===== src/rtl/cmp_pipe_if.sv =====
// Request/result handshake bundle for cmp_pipe: producer side (in_*) and consumer side (out_*).
interface cmp_pipe_if #(
  parameter int WIDTH = 32,
  parameter int TAG_W = 5
);
  logic             in_valid;
  logic             in_ready;
  logic [3:0]       in_op;
  logic [WIDTH-1:0] in_a;
  logic [WIDTH-1:0] in_b;
  logic [WIDTH-1:0] in_imm;
  logic [TAG_W-1:0] in_tag;
  logic             out_valid;
  logic             out_ready;
  logic [WIDTH-1:0] out_res;
  logic             out_illegal;
  logic [TAG_W-1:0] out_tag;

  modport master (
    output in_valid, in_op, in_a, in_b, in_imm, in_tag, out_ready,
    input  in_ready, out_valid, out_res, out_illegal, out_tag
  );

  modport slave (
    input  in_valid, in_op, in_a, in_b, in_imm, in_tag, out_ready,
    output in_ready, out_valid, out_res, out_illegal, out_tag
  );
endinterface


===== src/rtl/cmp_pipe.sv =====
// Compare unit feeding a 2-entry in-order result FIFO with registered in_ready.
// Optional feature macro CMP_PIPE_STATS_EN adds saturating consumed/true counters.
module cmp_pipe #(
  parameter int WIDTH = 32,
  parameter int TAG_W = 5
) (
  input  logic      clk,
  input  logic      reset,
  input  logic      flush,
  cmp_pipe_if.slave bus
`ifdef CMP_PIPE_STATS_EN
  ,
  output logic [31:0] stat_total,
  output logic [31:0] stat_true
`endif
);

  localparam logic [3:0] OP_EQ    = 4'd0;
  localparam logic [3:0] OP_SLT   = 4'd1;
  localparam logic [3:0] OP_SLTI  = 4'd2;
  localparam logic [3:0] OP_SLTIU = 4'd3;
  localparam logic [3:0] OP_SLTU  = 4'd4;
  localparam logic [3:0] OP_NE    = 4'd5;
  localparam logic [3:0] OP_LEZ   = 4'd6;
  localparam logic [3:0] OP_GTZ   = 4'd7;
  localparam logic [3:0] OP_LTZ   = 4'd8;
  localparam logic [3:0] OP_GEZ   = 4'd9;

  // Returns {illegal, result}; zero tests use the sign bit plus an all-zero check.
  function automatic logic [1:0] cmp_eval(input logic [3:0] op, input logic [WIDTH-1:0] a,
                                          input logic [WIDTH-1:0] b, input logic [WIDTH-1:0] imm);
    logic a_neg;
    logic a_zero;
    a_neg  = a[WIDTH-1];
    a_zero = (a == {WIDTH{1'b0}});
    case (op)
      OP_EQ:    cmp_eval = {1'b0, (a == b)};
      OP_NE:    cmp_eval = {1'b0, (a != b)};
      OP_SLT:   cmp_eval = {1'b0, ($signed(a) < $signed(b))};
      OP_SLTU:  cmp_eval = {1'b0, (a < b)};
      OP_SLTI:  cmp_eval = {1'b0, ($signed(a) < $signed(imm))};
      OP_SLTIU: cmp_eval = {1'b0, (a < imm)};
      OP_LEZ:   cmp_eval = {1'b0, (a_neg | a_zero)};
      OP_GTZ:   cmp_eval = {1'b0, (~a_neg & ~a_zero)};
      OP_LTZ:   cmp_eval = {1'b0, a_neg};
      OP_GEZ:   cmp_eval = {1'b0, ~a_neg};
      default:  cmp_eval = 2'b10;
    endcase
  endfunction

  logic [1:0]            count_r;
  logic                  wr_ptr_r;
  logic                  rd_ptr_r;
  logic                  in_ready_r;
  logic [1:0]            res_r;
  logic [1:0]            ill_r;
  logic [1:0][TAG_W-1:0] tag_r;

  logic       push_s;
  logic       pop_s;
  logic       out_valid_s;
  logic [1:0] eval_s;
  logic [1:0] count_nxt_s;

  // A flush cancels any handshake on the same edge.
  assign out_valid_s = (count_r != 2'd0);
  assign push_s      = bus.in_valid & in_ready_r & ~flush;
  assign pop_s       = out_valid_s & bus.out_ready & ~flush;
  assign eval_s      = cmp_eval(bus.in_op, bus.in_a, bus.in_b, bus.in_imm);

  // Next occupancy from the push/pop/flush combination.
  always_comb begin
    count_nxt_s = count_r;
    if (flush) begin
      count_nxt_s = 2'd0;
    end else if (push_s && !pop_s) begin
      count_nxt_s = count_r + 2'd1;
    end else if (!push_s && pop_s) begin
      count_nxt_s = count_r - 2'd1;
    end else begin
      count_nxt_s = count_r;
    end
  end

  // Occupancy, pointers and the registered ready flag.
  always_ff @(posedge clk or negedge reset) begin
    if (!reset) begin
      count_r    <= 2'd0;
      wr_ptr_r   <= 1'b0;
      rd_ptr_r   <= 1'b0;
      in_ready_r <= 1'b0;
    end else begin
      count_r    <= count_nxt_s;
      in_ready_r <= (count_nxt_s < 2'd2);
      if (flush) begin
        wr_ptr_r <= 1'b0;
        rd_ptr_r <= 1'b0;
      end else begin
        if (push_s) wr_ptr_r <= ~wr_ptr_r;
        if (pop_s)  rd_ptr_r <= ~rd_ptr_r;
      end
    end
  end

  // Result storage; only the single result bit is kept and zero-extended on output.
  always_ff @(posedge clk or negedge reset) begin
    if (!reset) begin
      res_r <= 2'b00;
      ill_r <= 2'b00;
      tag_r <= {(2*TAG_W){1'b0}};
    end else if (push_s) begin
      res_r[wr_ptr_r] <= eval_s[0];
      ill_r[wr_ptr_r] <= eval_s[1];
      tag_r[wr_ptr_r] <= bus.in_tag;
    end
  end

  // Present the head entry, forcing zeros while empty.
  always_comb begin
    bus.out_res     = {WIDTH{1'b0}};
    bus.out_illegal = 1'b0;
    bus.out_tag     = {TAG_W{1'b0}};
    if (out_valid_s) begin
      bus.out_res     = {{(WIDTH-1){1'b0}}, res_r[rd_ptr_r]};
      bus.out_illegal = ill_r[rd_ptr_r];
      bus.out_tag     = tag_r[rd_ptr_r];
    end else begin
      bus.out_res     = {WIDTH{1'b0}};
      bus.out_illegal = 1'b0;
      bus.out_tag     = {TAG_W{1'b0}};
    end
  end

  assign bus.out_valid = out_valid_s;
  assign bus.in_ready  = in_ready_r;

`ifdef CMP_PIPE_STATS_EN
  logic [31:0] stat_total_r;
  logic [31:0] stat_true_r;

  // Saturating counters of consumed results; flush does not touch them.
  always_ff @(posedge clk or negedge reset) begin
    if (!reset) begin
      stat_total_r <= 32'd0;
      stat_true_r  <= 32'd0;
    end else if (pop_s) begin
      if (stat_total_r != 32'hFFFF_FFFF) stat_total_r <= stat_total_r + 32'd1;
      if (res_r[rd_ptr_r] && (stat_true_r != 32'hFFFF_FFFF)) stat_true_r <= stat_true_r + 32'd1;
    end
  end

  assign stat_total = stat_total_r;
  assign stat_true  = stat_true_r;
`endif

endmodule


===== src/flat_wrapper.sv =====
// flat-port wrapper written by rule: the top's interface ports become plain ports
module cmp_pipe_flat 
#(
  parameter int WIDTH = 32,
  parameter int TAG_W = 5
)
  (clk, reset, flush, bus_in_valid, bus_in_op, bus_in_a, bus_in_b, bus_in_imm, bus_in_tag, bus_out_ready, bus_in_ready, bus_out_valid, bus_out_res, bus_out_illegal, bus_out_tag);
  cmp_pipe_if #(.WIDTH(WIDTH), .TAG_W(TAG_W)) bus_i ();
  input  logic clk;
  input  logic reset;
  input  logic flush;
  input wire logic [$bits(bus_i.in_valid)-1:0] bus_in_valid;
  input wire logic [$bits(bus_i.in_op)-1:0] bus_in_op;
  input wire logic [$bits(bus_i.in_a)-1:0] bus_in_a;
  input wire logic [$bits(bus_i.in_b)-1:0] bus_in_b;
  input wire logic [$bits(bus_i.in_imm)-1:0] bus_in_imm;
  input wire logic [$bits(bus_i.in_tag)-1:0] bus_in_tag;
  input wire logic [$bits(bus_i.out_ready)-1:0] bus_out_ready;
  output wire logic [$bits(bus_i.in_ready)-1:0] bus_in_ready;
  output wire logic [$bits(bus_i.out_valid)-1:0] bus_out_valid;
  output wire logic [$bits(bus_i.out_res)-1:0] bus_out_res;
  output wire logic [$bits(bus_i.out_illegal)-1:0] bus_out_illegal;
  output wire logic [$bits(bus_i.out_tag)-1:0] bus_out_tag;
  assign bus_i.in_valid = bus_in_valid;
  assign bus_i.in_op = bus_in_op;
  assign bus_i.in_a = bus_in_a;
  assign bus_i.in_b = bus_in_b;
  assign bus_i.in_imm = bus_in_imm;
  assign bus_i.in_tag = bus_in_tag;
  assign bus_i.out_ready = bus_out_ready;
  assign bus_in_ready = bus_i.in_ready;
  assign bus_out_valid = bus_i.out_valid;
  assign bus_out_res = bus_i.out_res;
  assign bus_out_illegal = bus_i.out_illegal;
  assign bus_out_tag = bus_i.out_tag;
  cmp_pipe #(.WIDTH(WIDTH), .TAG_W(TAG_W)) u_core (.clk(clk), .reset(reset), .flush(flush), .bus(bus_i));
endmodule

===== config.mk =====
export PLATFORM = sky130hd
export DESIGN_NAME = cmp_pipe_flat
export DESIGN_NICKNAME = d
export VERILOG_FILES = /design/src/rtl/cmp_pipe_if.sv /design/src/rtl/cmp_pipe.sv /design/src/flat_wrapper.sv
export SDC_FILE = /design/constraint.sdc
export NUM_CORES = 1
export LEC_CHECK = 0
export CAP_MARGIN = 20
export CORE_UTILIZATION = 45
export DETAILED_ROUTE_END_ITERATION = 10
export PLACE_DENSITY = 0.91
export REMOVE_ABC_BUFFERS = 1
export SLEW_MARGIN = 20
export SYNTH_ARGS = -nofsm -noshare
export SYNTH_HDL_FRONTEND = slang
export SYNTH_SLANG_ARGS = --single-unit

===== constraint.sdc =====
create_clock -name clk -period 3.5 [get_ports clk]
set_clock_uncertainty 0.15 [all_clocks]
set_input_delay 0.35 -clock clk [delete_from_list [all_inputs] [get_ports clk]]
set_output_delay 0.35 -clock clk [all_outputs]
set_load 0.005 [all_outputs]

* Yosys cells after proc, flatten, opt, wreduce, memory -nomap -nowiden *
Cells that the tools add are included.

storage, ports and cells
  register bits = 19
  bits of input ports = 110
  output and inout bits = 40
  logic and storage cells = 74

operators by class
  add/sub/neg operators = 2
  magnitude comparators = 8
  eq/ne operators = 11
  multiplexer cells = 24
  bitwise operators = 11
  reduce and logical (&&, ||, !) cells = 10

operator list
  cell                                                 count
  < comparator 32 bit                                  4
  equality test 32 bit                                 1
  zero test 32 bit                                     1
  inequality test 32 bit                               1
  2-to-1 mux 5 bit                                     4
  case mux 2 bit (10 select lines)                     1
  equality test 4 x 3 -> 1 bit, second input constant  4
  2-to-1 mux 1 bit                                     11
  bitwise mux 10 bit                                   1
  equality test 4 x 2 -> 1 bit, second input constant  2
  equality test 4 bit, second input constant           2
  2-to-1 mux 2 bit                                     3
  nonzero test 2 bit                                   3
  AND 1 bit                                            5
  demux 5 bit (select 1 bit)                           1
  NOT 1 bit                                            5
  bitwise mux 2 bit                                    2
  equality test 4 x 1 -> 1 bit, second input constant  1
  zero test 4 bit                                      1
  < comparator 1 x 2 -> 1 bit, second input constant   2
  logical AND 1 bit                                    3
  adder 2 x 1 -> 2 bit, second input constant          1
  zero test 1 bit                                      2
  < comparator 2 bit, second input constant            1
  other kinds (4)                                      4

* Depth between registers and ports, before layout *
Gate-level depths: netlist (run 1).

  word-level depth = 8
  mapped depth = 9
  gate-level depth less buffers = 9

* Worst setup path after synthesis (run 1) *
No wires, ideal clock.

  kind = input port to flip-flop
  start = input port bus_in_b[30]
  end = register u_core.res_r[1]
  library setup time = 88 ps
  arrival time = 1,906 ps
  data required time = 3,262 ps
  setup slack = 1,355 ps
  stages on the path = 9
  path buffers = 0
  path through = inv_1 > ha_1 > a21oi_2 > nand2_1 > a221oi_2 > o21ai_2 > a2111oi_4 > a22oi_1 > a41oi_1

on the way
  longest elaborated chain between the ends = 3
  elaborated cells between the ends (all ways) = 6
  classes of those cells = 2 x order compare; 2 x eq/ne; 2 x mux

ends and longest elaborated chain
  item                                         RTL line            text
  start, declared                              flat_wrapper.sv:15  input wire logic [$bits(bus_i.in_b)-1:0] bus_in_b;
  < comparator 32 bit (tied with other cells)  cmp_pipe.sv:40      OP_SLTU: cmp_eval = {1'b0, (a < b)};
  case mux 2 bit (10 select lines) *           cmp_pipe.sv:36      case (op)
  bitwise mux 2 bit *                          cmp_pipe.sv:112     res_r[wr_ptr_r] <= eval_s[0];
  end signal, assigned by index                cmp_pipe.sv:112
  end, declared                                cmp_pipe.sv:55      logic [1:0] res_r;

Every way passes the cells marked *; elsewhere a longest branch is shown, timed or not.
A chain may end at the register's enable or synchronous reset.

* Worst setup path after layout (run 1) *
  start = input port bus_in_a[31]
  end = register u_core.res_r[1]

on the way
  longest elaborated chain between the ends = 5
  elaborated cells between the ends (all ways) = 13
  classes of those cells = 4 x order compare; 2 x eq/ne; 2 x mux; 4 x bitwise; 1 x reduce/logical

ends and longest elaborated chain
  item                                                                         RTL line            text
  start, declared                                                              flat_wrapper.sv:14  input wire logic [$bits(bus_i.in_a)-1:0] bus_in_a;
  parallel branches: the longest is 3 deep, another holds < comparator 32 bit  --
  case mux 2 bit (10 select lines) *                                           cmp_pipe.sv:36
  bitwise mux 2 bit *                                                          cmp_pipe.sv:112

Every way passes the cells marked *.

==> Flow_metrics.wiki, run 1 <==
{| class="wikitable"
! Metric !! Value
|-
| Filler Cells Inserted || 521
|-
| IO Port Bufs || 118
|-
| Post-synth top area cell || sky130_fd_sc_hd__ha_1
|-
| DR vias || 2,947
|-
| Aggregate routed wire length || 7635 um
|-
| Standard-cell rows || 29
|-
| Maximum number of pins on one net before global-route repair || 20
|-
| Peak supply drop || 473.8 uV
|-
| Number of antenna violations at the first check in global routing || 0
|-
| Endpoint arrival time on the critical path || 2690 ps
|-
| Final net count || 658
|-
| Post-synth top area share || 0.2660
|-
| Max Root-Sink Buffers || 2
|-
| Fraction of met1 tracks used by global routing || 0.2586
|-
| Pre-CTS worst setup slack || 530.5 ps
|-
| Worst setup path category || in2reg
|-
| Total number of clock tree sinks || 19
|-
| Post-synthesis sequential area ratio || 0.1579
|-
| Actual transition at the worst max-transition pin || 818.8 ps
|-
| Antenna Violating Nets Remaining || 0
|-
| Post-CTS sizing || 0
|-
| Static Leak || a little over 2 nW
|-
| Die Footprint || 7021 um2
|-
| Class of the worst hold path || reg2reg
|-
| Count of buffering cells on the critical path with inverters included || 1
|-
| Worst Setup Slack, final || between 700 and 800 ps
|-
| Sum of negative setup slack || 0 ps
|-
| Wire length of the first global-routing pass || 12,690 um
|-
| Final-report hold violation count || 0
|-
| Final setup violation count || 0
|-
| Global-route track usage on met3 || 0.01978
|-
| H-Tree Depth || 1
|-
| Residual DRC || 0
|-
| RSZ-0062 raised after global routing || false
|-
| Timing endpoint of the critical path || u_core.res_r[1]
|-
| Result of the run || completed
|-
| Fin. max-slew vios || 0
|-
| Number of buffers created by CTS || 3
|-
| Kind of cell adding the most delay to the critical path || simple AND/OR/NAND/NOR gates
|-
| Synthesized flop and latch total || 19
|-
| Fraction of met2 tracks used by global routing || 0.4154
|-
| Launch point of the worst path || bus_in_a[31]
|-
| Grt peak-use layer || met2
|-
| Mean post-synth cell area || 8.203 um2
|-
| Leading cell types by total area after synthesis || sky130_fd_sc_hd__ha_1 (27%), sky130_fd_sc_hd__dfrtp_1 (16%), sky130_fd_sc_hd__inv_1 (8.6%)
|-
| Clock transition time at the flip-flop clock pins of the worst setup and hold paths || 70 ps
|-
| Iteration-0 DRC count of the detailed router || 110
|-
| Setup slack of the most critical reg-to-reg path || 1430 ps
|-
| Cells after synthesis || between 300 and 400
|-
| Worst reg2reg startpoint || u_core.count_r[1]
|-
| Async set or reset register ratio after synthesis || 1.000
|-
| Main synth FF type || sky130_fd_sc_hd__dfrtp_1
|-
| Area Growth Syn to Fin || 39.28%
|-
| Insertion delay to the later sink of the worst-skew pair || 260 ps
|-
| Cell area after technology mapping || 3010 um2
|-
| I/O pin total || 150
|-
| Final estimated routing congestion in global placement || approximately 0.84
|-
| Reg-to-reg critical path endpoint || u_core.bus.in_ready
|-
| CP Depth || 9
|-
| Slowest Stage Delay on Critical Path || roughly 510 ps
|-
| Share of the clock period used by the worst path after layout || 0.7773
|-
| Relative max-transition margin || 0.4524
|-
| Vertical extent of the die || 83.79 um
|-
| Crit path time final || 2720 ps
|-
| WL per Instance || 13.63 um
|-
| Detailed Place HPWL || 6662 um
|-
| Number of hold buffers added after CTS || 0
|-
| Pwr/cell area || 302.9 nW/um2
|-
| Kind of start point of the critical path || primary input
|-
| Type of element capturing the critical path || register
|-
| Data required, critical path || 3470 ps
|-
| Root buffer cell || sky130_fd_sc_hd__clkbuf_8
|-
| Worst-path fanout max || 4
|-
| Fraction of final layout cells sized beyond drive strength 1 || 0.05590
|-
| Number of library cell types mapped by synthesis || 53
|-
| DR pass1 iterations || 6
|-
| Count of max-cap constraint violations || 0
|-
| CTS tree || done
|-
| Initial standard-cell utilization of the core || 0.4714
|-
| Post-synth EDFFs || 0
|-
| Aggregate global routing overflow || 0
|-
| Post-placement cell count || 556
|-
| Depth of the most critical reg-to-reg path || 6
|-
| Setup bufs post-CTS || 0
|-
| Critical path cell sequence || clkdlybuf4s50_1, ha_1, nand4_1, nor4_1, a221oi_1, o21a_1, nand4b_1, nor3b_2, a41oi_1
|-
| Horizontal extent of the die || 83.79 um
|-
| Final standard cell count with taps included and fillers excluded || 560
|-
| Maximum clock frequency || 0.3676 GHz
|-
| Core Area || 6386 um2
|-
| Total number of yosys warnings || 0
|-
| ANT cells || 0
|-
| Drt via density || between 5 and 6
|-
| Number of global-route vias before repair || 2,956
|-
| Overall fraction of global-route tracks in use || 0.2181
|-
| Cell with the largest stage delay on the worst path || sky130_fd_sc_hd__nor4_1
|}
## kinds of logic (layout without fill, tap and decap cells)
kind of cell | count (synthesis) | count (layout) | share of synthesized area
xor gates and xnor gates | 3 | 3 | 0.008730
adders and majority gates | 64 | 64 | 0.2660
muxes | 18 | 18 | 0.06401
AOI/OAI and AO/OA | 64 | 64 | 0.1550
buffers and inverters | 105 | 191 | 0.1700
other | 1 | 31 | 0.001246
DFF | 19 | 19 | 0.1579
and+or+nand+nor | 93 | 93 | 0.1771
## power breakdown
| group | total, mW | internal, mW | switching (mW) |
|---|---|---|---|
| sequential | 0.386 | 0.319 | 0.0670 |
| combinational | 0.732 | 0.422 | 0.310 |
| clock | 0.152 | 0.0810 | 0.0705 |
| total | 1.27 | 0.823 | 0.447 |
## sequential cells by signal, summed over array words and instances (netlist names)
signal,count
u_core.ill_r,2
u_core.rd_ptr_r,1
u_core.res_r,2
u_core.tag_r,10
u_core.wr_ptr_r,1
u_core.count_r,2
u_core.bus.in_ready,1
## cells in the final DEF, fill, tap and decap left out, types with 2 or more instances in the layout
cell                              count
sky130_fd_sc_hd__mux2_2              10
sky130_fd_sc_hd__nand4_2              2
sky130_fd_sc_hd__nor3_1               3
sky130_fd_sc_hd__nand2b_1             3
sky130_fd_sc_hd__o21ai_0              8
sky130_fd_sc_hd__inv_1               69
sky130_fd_sc_hd__nor3_2               2
sky130_fd_sc_hd__dfrtp_1             19
sky130_fd_sc_hd__xnor2_1              2
sky130_fd_sc_hd__a2111oi_4            2
sky130_fd_sc_hd__o21a_1               3
sky130_fd_sc_hd__a221oi_1             3
sky130_fd_sc_hd__mux2i_1              8
sky130_fd_sc_hd__nor2b_1              2
sky130_fd_sc_hd__nand4_1             11
sky130_fd_sc_hd__conb_1              31
sky130_fd_sc_hd__and4_1               3
sky130_fd_sc_hd__nor4_1              11
sky130_fd_sc_hd__o21ai_1              2
sky130_fd_sc_hd__nand3_1              4
sky130_fd_sc_hd__o31ai_1              2
sky130_fd_sc_hd__ha_1                64
sky130_fd_sc_hd__clkbuf_8             3
sky130_fd_sc_hd__nand2_1             24
sky130_fd_sc_hd__clkdlybuf4s50_1    118
sky130_fd_sc_hd__a21o_1               4
sky130_fd_sc_hd__nand3b_1             2
sky130_fd_sc_hd__a21oi_1             25
sky130_fd_sc_hd__nor2_1              17
sky130_fd_sc_hd__a31oi_1              2
sky130_fd_sc_hd__a22oi_1              2
## per-layer routing
| layer | wire, um | vias to the layer above |
|---|---|---|
| met5 | 0 | - |
| met4 | 136 | 0 |
| met3 | 389 | 15 |
| met2 | 3866 | 123 |
| met1 | 3242 | 1349 |
| li1 | - | 1460 |
## cells in the mapped netlist (2+ instances only)
cell,count
sky130_fd_sc_hd__a2111oi_4,2
sky130_fd_sc_hd__a21o_1,4
sky130_fd_sc_hd__a21oi_1,25
sky130_fd_sc_hd__a221oi_1,3
sky130_fd_sc_hd__a22oi_1,2
sky130_fd_sc_hd__a31oi_1,2
sky130_fd_sc_hd__and4_1,3
sky130_fd_sc_hd__buf_4,31
sky130_fd_sc_hd__clkbuf_1,4
sky130_fd_sc_hd__dfrtp_1,19
sky130_fd_sc_hd__ha_1,64
sky130_fd_sc_hd__inv_1,69
sky130_fd_sc_hd__mux2_2,10
sky130_fd_sc_hd__mux2i_1,8
sky130_fd_sc_hd__nand2_1,24
sky130_fd_sc_hd__nand2b_1,3
sky130_fd_sc_hd__nand3_1,4
sky130_fd_sc_hd__nand3b_1,2
sky130_fd_sc_hd__nand4_1,11
sky130_fd_sc_hd__nand4_2,2
sky130_fd_sc_hd__nor2_1,17
sky130_fd_sc_hd__nor2b_1,2
sky130_fd_sc_hd__nor3_1,3
sky130_fd_sc_hd__nor3_2,2
sky130_fd_sc_hd__nor4_1,11
sky130_fd_sc_hd__o21a_1,3
sky130_fd_sc_hd__o21ai_0,8
sky130_fd_sc_hd__o21ai_1,2
sky130_fd_sc_hd__o31ai_1,2
sky130_fd_sc_hd__xnor2_1,2
## final cells by class
class / count / area [um2] / area share
sequential: 19 / 475.5 / 0.1134
multi-input combinational: 273 / 2136 / 0.5094
tap: 77 / 96.34 / 0.02298
timing repair buffer: 118 / 1181 / 0.2817
clock buffer: 4 / 45.04 / 0.01074
inverter: 69 / 259.0 / 0.06177
## per-stage QoR
stage / cell area [um2] / hold WS (ps) / util / power (mW)
5_1_grt: 4193 / 371.9 / 0.6565 / 1.374
3_3_place_gp: 4148 / 312.4 / 0.6495 / 1.080
2_1_floorplan: 2870 / -95.59 / - / 0.7692
3_5_place_dp: 4148 / 330.6 / 0.6495 / 1.115
6_report: 4193 / 358.2 / 0.6565 / 1.270
4_1_cts: 4193 / 358.9 / 0.6565 / 1.273
## worst min path at each step
stage                                from                   to  slack [ps]  depth (start not counted)
after detailed placement  u_core.ill_r[1]      u_core.ill_r[1]         330                          2
after global routing      u_core.tag_r[4]      u_core.tag_r[4]         370                          1
after global placement    u_core.ill_r[1]      u_core.ill_r[1]         310                          2
after floorplan                     reset  u_core.bus.in_ready        -100                          0
final                     u_core.tag_r[1]      u_core.tag_r[1]         360                          1
after CTS                 u_core.tag_r[5]      u_core.tag_r[5]         360                          1
No activity file was read; power rests on OpenSTA's default activity.
==> inputs of run 2 (changes only) <==
--- a/config.mk
+++ b/config.mk
@@ -6,9 +6,9 @@
 export NUM_CORES = 1
 export LEC_CHECK = 0
 export CAP_MARGIN = 20
-export CORE_UTILIZATION = 45
+export CORE_UTILIZATION = 38
 export DETAILED_ROUTE_END_ITERATION = 10
-export PLACE_DENSITY = 0.91
+export PLACE_DENSITY = 0.83
 export REMOVE_ABC_BUFFERS = 1
 export SLEW_MARGIN = 20
 export SYNTH_ARGS = -nofsm -noshare
==> constraint.sdc (replaced) <==
create_clock -name clk -period 2.2 [get_ports clk]
set_clock_uncertainty 0.15 [all_clocks]
set_input_delay 0.22 -clock clk [delete_from_list [all_inputs] [get_ports clk]]
set_output_delay 0.22 -clock clk [all_outputs]
set_load 0.005 [all_outputs]
==> run 2 against run 1 <==
Against the previous run:
- global-route usage increased by 0.45 points
- first-iteration DRC count decreased by 16%
- sequential cell count unchanged
- via count increased by 9.5%
- critical path depth unchanged
- sequential share of layout area decreased by 2.3 points
- cell count increased by 14%
- register-to-register slack got worse by 1100 ps
- worst setup slack got worse by 750 ps
- clock power increased by 59%
- combinational power increased by 95%
==> Flow_metrics.wiki, run 2 (synthesized netlist as in run 1, its figures left out) <==
{| class="wikitable"
! Metric !! Value
|-
| Data required, critical path || 2180 ps
|-
| Clock network fraction of design power || 0.105
|-
| Crit path time final || 2172 ps
|-
| Commonest cells after routing, fill and taps aside || sky130_fd_sc_hd__buf_4 (50), sky130_fd_sc_hd__ha_4 (46), sky130_fd_sc_hd__inv_2 (41)
|-
| Horizontal extent of the die || 91.01 um
|-
| DR pass1 iterations || 4
|-
| Iteration-0 DRC count of the detailed router || 92
|-
| Fin. max-slew vios || 0
|-
| Insertion delay to the later sink of the worst-skew pair || 260 ps
|-
| Worst Setup Slack, final || ~28 ps
|-
| Fraction of final layout cells sized beyond drive strength 1 || 0.3989
|-
| Final estimated routing congestion in global placement || ~0.84
|-
| Number of buffers created by CTS || 3
|-
| Worst-path fanout max || 3
|-
| Fraction of met2 tracks used by global routing || 0.4419
|-
| Global-route track usage on met3 || 0.02094
|-
| Vertical extent of the die || around 90 um
|-
| Clock transition time at the flip-flop clock pins of the worst setup and hold paths || 70 ps
|-
| NetSw || approximately 0.84 mW
|-
| Max Root-Sink Buffers || 2
|-
| Pwr/cell area || 434.2 nW/um2
|-
| Final-report hold violation count || 0
|-
| Core Area || between 7000 and 8000 um2
|-
| Setup slack of the most critical reg-to-reg path || about 340 ps
|-
| Overall power consumption || 2.290 mW
|-
| Depth of the most critical reg-to-reg path || 6
|-
| Fraction of met1 tracks used by global routing || 0.2425
|-
| Worst setup path category || in2reg
|-
| Result of the run || completed
|-
| Sequential power share || 0.272
|-
| Class of the worst hold path || in2async
|-
| H-Tree Depth || 1
|-
| CTS tree || done
|-
| IO Port Bufs || 118
|-
| Reg-to-reg critical path endpoint || u_core.bus.in_ready
|-
| Number of antenna violations at the first check in global routing || 0
|-
| Sum of negative setup slack || 0 ps
|-
| Total number of clock tree sinks || 19
|-
| Switching power share of the total || 0.3689
|-
| Type of element capturing the critical path || register
|-
| Area Growth Syn to Fin || 75.23%
|-
| DR vias || roughly 3,200
|-
| Final setup violation count || 0
|-
| Aggregate routed wire length || about 10000 um
|-
| Number of global-route vias before repair || 3,391
|-
| WL per Instance || 15.41 um
|-
| Detailed Place HPWL || 7237 um
|-
| Register with the highest flop count || u_core.tag_r
|-
| Antenna Violating Nets Remaining || 0
|-
| Count of max-cap constraint violations || 0
|-
| Grt peak-use layer || met2
|-
| Endpoint arrival time on the critical path || 2150 ps
|-
| ANT cells || 0
|-
| Static Leak || approximately 2.6 nW
|-
| Peak supply drop || 255.2 uV
|-
| Worst reg2reg startpoint || u_core.count_r[0]
|-
| Aggregate global routing overflow || 0
|-
| Share of the clock period used by the worst path after layout || 0.9871
|-
| Largest register FFs || 10
|-
| Wire length of the first global-routing pass || 15,010 um
|-
| Residual DRC || 0
|-
| Number of hold buffers added after CTS || 0
|-
| Maximum number of pins on one net before global-route repair || 20
|-
| Standard-cell rows || 32
|-
| Maximum clock frequency || 0.4605 GHz
|-
| Internal power contribution || 1.445 mW
|-
| I/O pin total || 150
|-
| Kind of start point of the critical path || primary input
|-
| Comb power frac || 0.623
|-
| Die Footprint || slightly above 8000 um2
|-
| Final net count || 709
|-
| Root buffer cell || sky130_fd_sc_hd__clkbuf_8
|-
| Initial standard-cell utilization of the core || 0.3916
|-
| Drt via density || 5.072
|-
| Overall fraction of global-route tracks in use || 0.2227
|-
| Commonest non-fill, non-tap cell in the layout || sky130_fd_sc_hd__buf_4
|-
| Pre-CTS worst setup slack || -577.6 ps
|}
## run 2: cell types whose count changed in the layout (fill, tap and decap cells not counted), sizes merged
cell           delta
clkdlybuf4s50    -78
clkinv            +1
dlygate4sd2      +22
buf              +52
clkdlybuf4s15     +1
dlymetal6s2s     +30
clkbuf           +23
## run 2: per-stage QoR
step	area (um2)	util	instances	hold WS, ps
after floorplan	2870	-	361	-225.6
after CTS	4979	0.6476	629	149.4
after global routing	5275	0.6862	636	159.4
after detailed placement	4502	0.5856	624	346.0
final	5275	0.6862	636	141.1
after global placement	4502	0.5856	624	311.4
## run 2: per-layer routing
| metal | vias up | routed length [um] | share of wire |
|---|---|---|---|
| met1 | 1512 | 3831 | 0.39 |
| met5 | - | 0 | 0 |
| met3 | 25 | 418 | 0.043 |
| met2 | 129 | 5301 | 0.54 |
| met4 | 0 | 247 | 0.025 |
| li1 | 1560 | - | - |
## run 2: layout make-up
class	count	area [um2]
Fill cell	602	2412
Clock buffer	3	41.29
Tap cell	102	127.6
Clock inverter	1	5.005
Sequential cell	19	475.5
Multi-Input combinational cell	273	2877
Inverter	69	259.0
Timing Repair Buffer	169	1490
## run 2: worst max path at each step
stage                         startpoint              end  slack (ps)  cells after the start
final                       bus_in_a[12]  u_core.res_r[1]          30                      9
after global routing        bus_in_a[12]  u_core.res_r[1]         -20                      9
after CTS                    bus_in_b[1]  u_core.res_r[1]         0.3                     11
after detailed placement    bus_in_a[13]  u_core.res_r[1]        -580                      9
after global placement    bus_in_imm[13]  u_core.res_r[1]        -530                     10
after floorplan             bus_in_b[30]  u_core.res_r[1]         190                      9
## run 2: worst max-delay path, stage by stage
cell	delay (ps)
sky130_fd_sc_hd__dlygate4sd2_1	280
sky130_fd_sc_hd__ha_2	330
sky130_fd_sc_hd__and4_4	220
sky130_fd_sc_hd__nand2_2	80
sky130_fd_sc_hd__o41ai_4	400
sky130_fd_sc_hd__o211ai_2	140
sky130_fd_sc_hd__nand4b_1	130
sky130_fd_sc_hd__nor3b_4	220
sky130_fd_sc_hd__a41oi_2	130
## run 2: power by group through the flow
stage	combinational, mW	sequential (mW)	clock (mW)
2_1_floorplan	0.629	0.595	0
3_3_place_gp	1.19	0.611	0
3_5_place_dp	1.24	0.627	0
4_1_cts	1.33	0.621	0.249
5_1_grt	1.57	0.648	0.262
6_report	1.43	0.623	0.241
## run 2: timing repair
item                                    in CTS  in global routing
pin swaps                                   48                 46
resized for setup                          114                138
buffers inserted                             1                  8
gates cloned                                 0                  0
endpoints found under the setup margin       2                  2
==> inputs of run 3 (changes only) <==
--- a/config.mk
+++ b/config.mk
@@ -5,7 +5,6 @@
 export SDC_FILE = /design/constraint.sdc
 export NUM_CORES = 1
 export LEC_CHECK = 0
-export CAP_MARGIN = 20
 export CORE_UTILIZATION = 38
 export DETAILED_ROUTE_END_ITERATION = 10
 export PLACE_DENSITY = 0.83
==> results of run 3 <==
Final layout, timing and power as in run 2 (identical DEF).
